===== src/rtl/mem_arbiter.sv =====
// Single-port SRAM arbiter shared by instruction fetch and the MEM stage.
// MEM has priority; each access runs a fixed-length strobe sequence, then one DONE cycle.
module mem_arbiter #(
  parameter int unsigned WAIT_CYCLES = 1
) (
  input  logic        clk,
  input  logic        rst,
  input  logic        if_req,
  input  logic [15:0] if_addr,
  input  logic        rMem_i,
  input  logic        wMem_i,
  input  logic [15:0] memAddr_i,
  input  logic [15:0] wData_i,
  output logic [15:0] inst_o,
  output logic        if_done,
  output logic [15:0] rData_o,
  output logic        mem_done,
  output logic        stallreq_if,
  output logic        stallreq_mem,
  output logic [15:0] ram_addr,
  output logic [15:0] ram_dout,
  output logic        ram_dir,
  input  logic [15:0] ram_din,
  output logic        ram_ce_n,
  output logic        ram_oe_n,
  output logic        ram_we_n,
  output logic [2:0]  dbg_state_o
);

  // Requesters hold a request level until their done pulse; a grant is
  // committed once taken, even if the request drops afterwards.

  typedef enum logic [2:0] {
    S_IDLE   = 3'd0,
    S_READ   = 3'd1,
    S_WSETUP = 3'd2,
    S_WPULSE = 3'd3,
    S_DONE   = 3'd4
  } state_t;

  localparam logic [3:0] WAIT_LD = 4'(WAIT_CYCLES);

  state_t      state_q, state_d;
  logic [3:0]  cnt_q, cnt_d;
  logic [15:0] addr_q, addr_d;
  logic [15:0] wdata_q, wdata_d;
  logic        src_mem_q, src_mem_d;
  logic [15:0] inst_q, inst_d;
  logic [15:0] rdata_q, rdata_d;

  always_ff @(posedge clk or negedge rst) begin
    if (!rst) begin
      state_q   <= S_IDLE;
      cnt_q     <= 4'd0;
      addr_q    <= 16'h0000;
      wdata_q   <= 16'h0000;
      src_mem_q <= 1'b0;
      inst_q    <= 16'h0000;
      rdata_q   <= 16'h0000;
    end else begin
      state_q   <= state_d;
      cnt_q     <= cnt_d;
      addr_q    <= addr_d;
      wdata_q   <= wdata_d;
      src_mem_q <= src_mem_d;
      inst_q    <= inst_d;
      rdata_q   <= rdata_d;
    end
  end

  always_comb begin
    state_d   = state_q;
    cnt_d     = cnt_q;
    addr_d    = addr_q;
    wdata_d   = wdata_q;
    src_mem_d = src_mem_q;
    inst_d    = inst_q;
    rdata_d   = rdata_q;
    case (state_q)
      S_IDLE: begin
        // A simultaneous read+write from MEM is treated as a write.
        if (wMem_i) begin
          state_d   = S_WSETUP;
          addr_d    = memAddr_i;
          wdata_d   = wData_i;
          src_mem_d = 1'b1;
          cnt_d     = WAIT_LD;
        end else if (rMem_i) begin
          state_d   = S_READ;
          addr_d    = memAddr_i;
          wdata_d   = wData_i;
          src_mem_d = 1'b1;
          cnt_d     = WAIT_LD;
        end else if (if_req) begin
          state_d   = S_READ;
          addr_d    = if_addr;
          wdata_d   = wData_i;
          src_mem_d = 1'b0;
          cnt_d     = WAIT_LD;
        end
      end
      S_READ: begin
        cnt_d = cnt_q - 4'd1;
        if (cnt_q == 4'd1) begin
          state_d = S_DONE;
          if (src_mem_q) rdata_d = ram_din;
          else           inst_d  = ram_din;
        end
      end
      S_WSETUP: state_d = S_WPULSE;
      S_WPULSE: begin
        cnt_d = cnt_q - 4'd1;
        if (cnt_q == 4'd1) state_d = S_DONE;
      end
      S_DONE: begin
        state_d = S_IDLE;
        cnt_d   = 4'd0;
      end
      default: state_d = S_IDLE;
    endcase
  end

  logic st_read, st_wset, st_wpul, st_done;
  assign st_read = (state_q == S_READ);
  assign st_wset = (state_q == S_WSETUP);
  assign st_wpul = (state_q == S_WPULSE);
  assign st_done = (state_q == S_DONE);

  // Strobes decode from the async-reset state register so reset releases them immediately.
  assign ram_ce_n = ~(st_read | st_wset | st_wpul);
  assign ram_oe_n = ~st_read;
  assign ram_we_n = ~st_wpul;
  assign ram_dir  = st_wset | st_wpul;
  assign ram_addr = (st_read | st_wset | st_wpul) ? addr_q : 16'h0000;
  assign ram_dout = (st_wset | st_wpul) ? wdata_q : 16'h0000;

  assign if_done      = st_done & ~src_mem_q;
  assign mem_done     = st_done & src_mem_q;
  assign inst_o       = inst_q;
  assign rData_o      = rdata_q;
  assign stallreq_mem = (rMem_i | wMem_i) & ~mem_done;
  assign stallreq_if  = if_req & ~if_done;
  assign dbg_state_o  = state_q;

endmodule


===== config.mk =====
export PLATFORM = sky130hd
export DESIGN_NAME = mem_arbiter
export DESIGN_NICKNAME = d
export VERILOG_FILES = /design/src/rtl/mem_arbiter.sv
export SDC_FILE = /design/constraint.sdc
export NUM_CORES = 1
export LEC_CHECK = 0
export BUFFER_PORTS_ARGS = -buffer_cell sky130_fd_sc_hd__buf_2
export CELL_PAD_IN_SITES_DETAIL_PLACEMENT = 0
export CELL_PAD_IN_SITES_GLOBAL_PLACEMENT = 2
export CORE_MARGIN = 1
export CORE_UTILIZATION = 26
export CTS_CLUSTER_DIAMETER = 50
export DETAILED_ROUTE_END_ITERATION = 10
export PLACE_DENSITY = 0.73
export SYNTH_ARGS = -nofsm -noshare
export SYNTH_HDL_FRONTEND = slang
export SYNTH_SLANG_ARGS = --single-unit

===== constraint.sdc =====
create_clock -name clk -period 1.7 [get_ports clk]
set_clock_uncertainty 0.05 [all_clocks]
set_input_delay 0.085 -clock clk [delete_from_list [all_inputs] [get_ports clk]]
set_output_delay 0.085 -clock clk [all_outputs]
set_load 0.005 [all_outputs]

Word level (Yosys, flattened, before mapping)

Index checks and enable logic that the tools add are counted.

Add/subtract/negate cells: 1
Equality and inequality tests: 7
Muxes and demuxes: 20
Bitwise logic cells: 14
Reduce and logical (&&, ||, !) cells: 9

Operators with widths:

| operator                                               | count |
|---|---|
| 2-to-1 mux 16 bit                                      | 8 |
| 2-to-1 mux 3 bit                                       | 4 |
| 2-to-1 mux 4 bit                                       | 3 |
| case mux 4 bit (3 select lines)                        | 1 |
| case mux 3 bit (3 select lines)                        | 1 |
| == test 3 x 2 -> 1 bit (second input constant)         | 2 |
| inverter 1 bit                                         | 6 |
| AND reduction 2 bit                                    | 3 |
| AND reduction 3 bit                                    | 2 |
| nonzero test 3 bit                                     | 2 |
| AND 1 bit                                              | 4 |
| == test 4 x 1 -> 1 bit (second input constant)         | 1 |
| inequality test 4 bit (second input constant)          | 1 |
| OR 1 bit                                               | 4 |
| subtractor 4 x 1 -> 4 bit (second input constant)      | 1 |
| == test 3 x 1 -> 1 bit (second input constant)         | 1 |
| == test 3 bit (second input constant)                  | 1 |
| zero test 3 bit                                        | 1 |
| 2-to-1 mux 1 bit                                       | 3 |
| inequality test 2 x 1 -> 1 bit (second input constant) | 1 |
| OR reduction 2 bit                                     | 1 |

Bits in registers: 72
Bits of input ports: 69
Output and inout bits: 75
Word-level logic and storage cells: 58

Longest topological paths before layout

Gate-level depths: netlist of the first run.

Word-level depth: 4
Mapped depth: 7

Worst setup path before layout of the first run

Ideal clock, no wire load.

Path type: register to register
Start: register state_q[2] (netlist: dbg_state_o[2])
End: register wdata_q[10]
Arrival: 1.622 ns
Setup slack: -0.098 ns
Cell stages (with the launch flop): 7
Cells stage by stage: dfrtp_1 clkbuf_1 nor3_4 and2_4 buf_6 buf_6 mux2_4

Longest elaborated chain between the ends: 2

RTL lines:

| item                                 | line | source |
|---|---|---|
| start: declaration                   | 43   | `state_t state_q, state_d;` |
| start signal: assignment             | 61   | `state_q <= state_d;` |
| zero test 3 bit                      | 79   | `case (state_q)` |
| AND reduction 2 bit (no source line) | -    |  |
| end signal: assignment               | 64   | `wdata_q <= wdata_d;` |
| end: declaration                     | 46   | `logic [15:0] wdata_q, wdata_d;` |

Every way passes these cells.
A chain may end at the register's enable or synchronous reset.

Worst setup path after layout of the first run

Start: register cnt_q[0]
End: register inst_q[6] (netlist: inst_o[6])

Longest elaborated chain between the ends: 2

RTL lines:

| item                                 | line | source |
|---|---|---|
| start: declaration                   | 44   | `logic [3:0] cnt_q, cnt_d;` |
| start signal: assignment             | 62   | `cnt_q <= cnt_d;` |
| == test 4 x 1 -> 1 bit               | 104  | `if (cnt_q == 4'd1) begin` |
| AND reduction 3 bit (no source line) | -    |  |
| end signal: assignment               | 66   | `inst_q <= inst_d;` |
| end: declaration                     | 48   | `logic [15:0] inst_q, inst_d;` |

Every way passes these cells.

==> results of run 1 <==
[registers in the layout (all words and copies together) (netlist names)]
| register | cells |
|---|---|
| rData_o | 16 |
| wdata_q | 16 |
| inst_o | 16 |
| addr_q | 16 |
| cnt_q | 4 |
| src_mem_q | 1 |
| dbg_state_o | 3 |
[layout make-up]
cell class / instances / area, sq um
multi-input combinational: 180 / 1491
clock inverter: 7 / 47.55
inverter: 5 / 18.77
timing repair buffer: 203 / 1396
tap: 172 / 215.2
clock buffer: 9 / 225.2
fill: 1249 / 7420
sequential: 72 / 1805
[metal layers]
| metal | share of wire [%] | up-vias | global-route usage [%] |
|---|---|---|---|
| li1 | - | 1349 | - |
| met1 | 44 | 1347 | 16.45 |
| met2 | 50 | 83 | 22.12 |
| met3 | 4.7 | 11 | 3.400 |
| met4 | 1.3 | 0 | 4.188 |
| met5 | 0 | - | 0 |
[cell families after synthesis]
kind of cell,count (synthesis),share of synthesized area [%]
and+or+nand+nor,67,12.31
buffers and inverters,21,3.385
adders and majority gates,2,0.7439
muxes,64,22.28
DFF,72,53.57
AOI/OAI and AO/OA,47,7.701
[worst register-to-register path, cell delays in order, from the launching register on]
cell and delay [ns]:
dfrtp_1 0.43, ha_4 0.18, and4bb_2 0.27, nand3b_4 0.13, clkbuf_16 0.17, mux2_2 0.33
[where the power goes]
part           internal (mW)  switching [mW]  total (mW)
clock                  0.986           0.723        1.71
combinational           2.62            1.87        4.49
sequential              2.61           0.485        3.09
total                   6.21            3.08        9.29
[worst paths after layout]
check                           cells past startpoint  slack, ns    endpoint          from
worst max-delay path                                5       0.03   inst_o[6]      cnt_q[0]
worst min register to register                      1       0.44  wdata_q[1]    wdata_q[1]
min in group asynchronous                           2       0.19   addr_q[8]           rst
worst min-delay path                                3       0.01   addr_q[7]  memAddr_i[7]
worst max register to register                      5       0.03   inst_o[6]      cnt_q[0]
max in group asynchronous                           3       0.82  addr_q[14]           rst
[through the flow]
step | setup TNS, ns | std cells | cell area (sq um) | setup WS, ns
2_1_floorplan | -0.4531 | 273 | 3382 | -0.03830
3_3_place_gp | 0 | 587 | 4377 | 0.03991
3_5_place_dp | -0.1862 | 587 | 4377 | -0.03278
4_1_cts | 0 | 640 | 5056 | 0.007896
5_1_grt | -0.2399 | 648 | 5200 | -0.01699
6_report | 0 | 648 | 5200 | 0.03023
[layout by cell type, fill, tap and decap left out, types with 2 or more instances in the layout]
master and n:
a21oi_1 36, a22o_1 2, and2_1 33, buf_12 9, buf_2 142, buf_4 15, buf_6 2, clkbuf_16 10
clkinv_2 3, clkinvlp_4 2, dfrtp_1 69, dfrtp_2 3, dlygate4sd3_1 33, inv_1 4, mux2_2 35, mux2_4 13
mux2i_1 16, nand2_1 5, nand2b_1 2, nand3_1 2, nor2_1 7, nor2_4 2, nor2b_1 3, nor3_1 2
o21a_1 2, o21ai_0 4
[what timing repair did]
item | CTS | global route
hold buffers | 33 | 0
pin swaps | 0 | 5
setup buffers | 4 | 8
setup endpoints to repair | 39 | 73
cloned | 0 | 1
hold endpoints to repair | 77 | 0
resized for setup | 11 | 6
==> flow_summary.yaml, run 1 <==
setup_path:
  start_kind: "flip-flop"
  worstSetupPathType: "flip-flop to flip-flop"
  path_buf_inv: 1
  critPathMaxFanout: 8
  cp.arrival_ns: 1.83
  crit_path_top_delay_cell: "dfrtp_1"
  crit_chain: "ha_4 -> and4bb_2 -> nand3b_4 -> clkbuf_16 -> mux2_2"
  worstPathRequired_ns: 1.86
  end_kind: "flip-flop"
  crit_family: "flip-flops"
  worst_path_largest_cell_delay_ns: 0.43
cts:
  cts_tree: "done"
  cts_made_buffers: 9
  cts.reportedPaths.clkPinSlew_ns: 0.06
  cts_buffer_depth: 2
  htreeDepth: 3
  insertion_delay_ns: 0.32
  root_buffer: "clkbuf_16"
  cts.sinks: 72
synth:
  post-synth-top-count-cell: "dfrtp_1"
  ys_async_sr_fraction_pct: 100.0
  synth_cell_types: 33
  synth_common_cells: "72 x dfrtp_1, 36 x a21oi_1, 35 x mux2_2"
  yosys.area.top_type_share_pct: 53.57
  postSynthAreaPerCell_sq_um: 12.32
  synthFlopType: "dfrtp_1"
  syn_area_sq_um: 3363
  synth_area_leaders: "dfrtp_1 54%, mux2_2 12%, and2_1 6.1%"
  yosysWarnings: 0
  synth_edf_count: 0
  syn-num-nets: 344
  synthCells: 273
  ys_seq_area_share_pct: 53.57
  synth-seq-cells: 72
  yosysTopAreaCell: "dfrtp_1"
timing:
  hold_viol_final: 0
  fin_crit_ns: 1.670
  rsz0062_at_grt: "yes"
  worst_pin_slew_ns: 0.4325
  setup_viol: 0
  period_share_pct: 98.22
  slew_headroom_pct: 71.17
  clock.fmax_mhz: 598.9
  whs_ns: 0.01022
  slew_viol_final: 0
final_layout:
  antennaDiodeCount: 0
  layout-drive-gt1-share_pct: 52.10
  synthToLayoutAreaGrowth_pct: 54.61
  utilization_pct: 41.21
  nets: 542
run:
  maxCapViolCount: 0
floorplan:
  die_w_um: 115.7
  die_y_um: 115.7
  fp-row-count: 41
  dieArea_sq_um: 13390
  coreArea_sq_um: 12620
  ios: 144
  start_util_pct: 26.65
grt:
  antenna_found_initial: 0
  grt-ovfl-total: 0
  grt_pass1_wl_um: 13520
  grt_use_total_pct: 13.13
  grt_pass1_vias: 2710
  grt_max_degree: 44
drt:
  first_iter_violations: 64
  drtAntennaViolNets: 0
  viasPerCell: 4.306
  routed_wl_um: 8785
  dr.pass1.iters: 4
  wl_per_cell_um: 13.56
  num_vias: 2790
  drc: 0
pwr:
  powerDensity_nw_per_um2: 1787
  power_leakage_nw: 2.477
  ir_worst_vdd_uv: 583.4
  power.total_mw: 9.291
status:
  status: "finished, final reports clean"
placement:
  portBuffers: 143
  dp_hpwl_um: 6032
  gp_congestion: 0.7613
worst_hold_path:
  hold_class: "input port to flip-flop"
Power figures use the tool's default switching activity.
==> run 2: changes to the inputs <==
--- a/config.mk
+++ b/config.mk
@@ -5,14 +5,15 @@
 export SDC_FILE = /design/constraint.sdc
 export NUM_CORES = 1
 export LEC_CHECK = 0
+export ABC_AREA = 1
 export BUFFER_PORTS_ARGS = -buffer_cell sky130_fd_sc_hd__buf_2
 export CELL_PAD_IN_SITES_DETAIL_PLACEMENT = 0
 export CELL_PAD_IN_SITES_GLOBAL_PLACEMENT = 2
 export CORE_MARGIN = 1
-export CORE_UTILIZATION = 26
+export CORE_UTILIZATION = 23
 export CTS_CLUSTER_DIAMETER = 50
 export DETAILED_ROUTE_END_ITERATION = 10
-export PLACE_DENSITY = 0.73
+export PLACE_DENSITY = 0.74
 export SYNTH_ARGS = -nofsm -noshare
 export SYNTH_HDL_FRONTEND = slang
 export SYNTH_SLANG_ARGS = --single-unit
==> run 2 against run 1 <==
  * Largest cell class unchanged
  * Sequential share of layout area is 0.67 points higher
  * Utilization is 6.0 points lower
  * Power is 2.4% lower
  * Cell count is 26% higher
  * Critical endpoint is now ram_addr[5]
  * Fmax is 4.0% higher
  * Clock power is 9% higher
  * First-iteration DRC count grew to 2.9 times the previous value
  * Count of clock-buffer cells in the layout is 2 higher
  * Die area is 14% higher
  * Register-to-register slack better by 0.17 ns
  * Via count is 17% higher
==> flow_summary.yaml, run 2 <==
floorplan:
  die_w_um: 123.5
  ios: 144
  start_util_pct: 23.44
  die_y_um: 123.5
  dieArea_sq_um: 15250
  fp-row-count: 44
  coreArea_sq_um: 14480
setup_path:
  end_kind: "output port"
  worst_path_largest_cell_delay_ns: 0.38
  crit_path_top_delay_cell: "dfrtp_1"
  cp.arrival_ns: 1.47
  crit_cells: 7
  start_kind: "flip-flop"
  worstPathRequired_ns: 1.56
  critPathMaxFanout: 8
  r2r_cells: 7
  crit_chain: "buf_4 -> inv_2 -> nand2_2 -> nand2_4 -> clkbuf_16 -> nor2_1 -> buf_2"
  crit_family: "buffers and inverters"
  path_buf_inv: 4
  worstSetupPathType: "flip-flop to output port"
  r2r_slack_ns: 0.20
synth:
  yosys.area.top_type_share_pct: 53.08
  synth_common_cells: "185 x nand2_1, 72 x dfrtp_1, 44 x inv_1"
  synth_area_leaders: "dfrtp_1 53%, nand2_1 20%, inv_1 4.9%"
  synthCells: 438
  yosysWarnings: 0
  yosysTopAreaCell: "dfrtp_1"
  synthFlopType: "dfrtp_1"
  syn_area_sq_um: 3395
  synth_cell_types: 23
  synth-seq-cells: 72
  ys_async_sr_fraction_pct: 100.0
  ys_seq_area_share_pct: 53.08
  synth_edf_count: 0
  post-synth-top-count-cell: "nand2_1"
  syn-num-nets: 509
  postSynthAreaPerCell_sq_um: 7.750
drt:
  routed_wl_um: 9826
  first_iter_violations: 186
  dr.pass1.iters: 4
  drc: 0
  wl_per_cell_um: 12.04
  viasPerCell: 4.006
  drtAntennaViolNets: 0
  num_vias: 3269
cts:
  insertion_delay_ns: 0.32
  htreeDepth: 3
  cts.reportedPaths.clkPinSlew_ns: 0.06
  cts_tree: "done"
  cts_buffer_depth: 2
  cts_made_buffers: 9
  root_buffer: "clkbuf_16"
  cts.sinks: 72
placement:
  portBuffers: 143
  dp_hpwl_um: 7275
  place_ws_ns: 0.05193
  place_area_sq_um: 4337
  gp_congestion: 0.8013
run:
  maxCapViolCount: 0
grt:
  grt_use_total_pct: 13.18
  antenna_found_initial: 0
  grt_max_degree: 36
  grt-ovfl-total: 0
  grt_pass1_wl_um: 15390
  grt_pass1_vias: 3135
timing:
  fin_ws_ns: 0.09444
  slew_headroom_pct: 67.89
  hold_viol_final: 0
  fin_crit_ns: 1.606
  worst_pin_slew_ns: 0.4817
  period_share_pct: 94.44
  rsz0062_at_grt: "no"
  clock.fmax_mhz: 622.8
  fin_tns_setup_ns: 0
  slew_viol_final: 0
  setup_viol: 0
worst_hold_path:
  hold_depth: 5
  hold_class: "input port to flip-flop"
pwr:
  powerDensity_nw_per_um2: 1779
  ir_worst_vdd_uv: 609.2
  power_leakage_nw: 2.778
final_layout:
  post-route-cell-area_sq_um: 5097
  nets: 698
  utilization_pct: 35.21
  mostFrequentLayoutCells: "183 x nand2_1, 142 x buf_2, 70 x dfrtp_1, 43 x inv_1, 36 x nor2_1"
  fillers: 1557
  synthToLayoutAreaGrowth_pct: 50.17
  layout-drive-gt1-share_pct: 31.65
  final_common_cell: "nand2_1"
  antennaDiodeCount: 0
status:
  status: "finished, final reports clean"
-- run 2: changes by cell type after synthesis, moves of 5 or more --
cell and delta:
nand3_1 +20, mux2_4 -13, inv_2 +5, and2_1 -33
inv_1 +39, mux2_2 -35, o21ai_1 +9, o21ai_0 +22
mux2i_1 -16, a21oi_1 -35, nand2_1 +180, nor2_1 +29
-- run 2: timing repair --
item                                    in CTS  in global routing
pin swaps                                    0                  2
gates cloned                                 0                  2
hold buffers                                34                  0
resized for setup                            2                 12
endpoints found under the setup margin       9                 50
setup buffers                                0                  3
hold endpoints to repair                    81                  0
-- run 2: worst paths after layout --
kind,startpoint,to
max,dbg_state_o[1],ram_addr[5]
min,memAddr_i[2],addr_q[2]
min in group asynchronous,rst,rData_o[4]
max reg2reg,cnt_q[1],inst_o[6]
min reg2reg,rData_o[11],rData_o[11]
max in group asynchronous,rst,inst_o[11]
-- run 2: worst min-delay path, stage by stage --
cell     delay [ns]
buf_2          0.07
nand2_1        0.04
nand2_1        0.05
nand2_1        0.04
o21ai_0        0.05
-- run 2: logic make-up (layout without fill, tap and decap cells) --
family	Yosys count	in the layout	synth area share, %
buf+inv	66	260	8.994
fa+ha+maj	2	2	0.7371
compound gates	38	38	5.750
flops	72	72	53.08
simple gates	260	260	31.44
-- run 2: cell type report --
type	instances	area, sq um	share of cell area [%]
clock inverter	5	56.30	1.105
tap	184	230.2	4.516
sequential	72	1804	35.40
multi-input combinational	300	1328	26.04
inverter	49	183.9	3.608
timing repair buffer	195	1252	24.57
clock buffer	11	242.7	4.762
-- run 2: stage by stage --
stage	power, mW	hold slack [ns]	cells
3_3_place_gp	6.789	0.03491	761
4_1_cts	8.864	0.008448	811
5_1_grt	9.990	0.03669	816
3_5_place_dp	6.854	0.04173	761
6_report	9.067	0.01524	816
2_1_floorplan	5.209	-0.2606	438
-- run 2: power breakdown --
group	total [mW]	switching [mW]	internal [mW]
sequential	3.04	0.451	2.59
combinational	4.15	2.33	1.82
clock	1.87	0.699	1.17
total	9.07	3.48	5.58
-- run 2: metal layers --
metal	wire length [um]	global-route usage (%)	up-vias
li1	-	-	1722
met1	4875	17.98	1417
met2	3983	19.41	121
met3	868	4.566	9
met4	98	4.066	0
met5	0	0	-
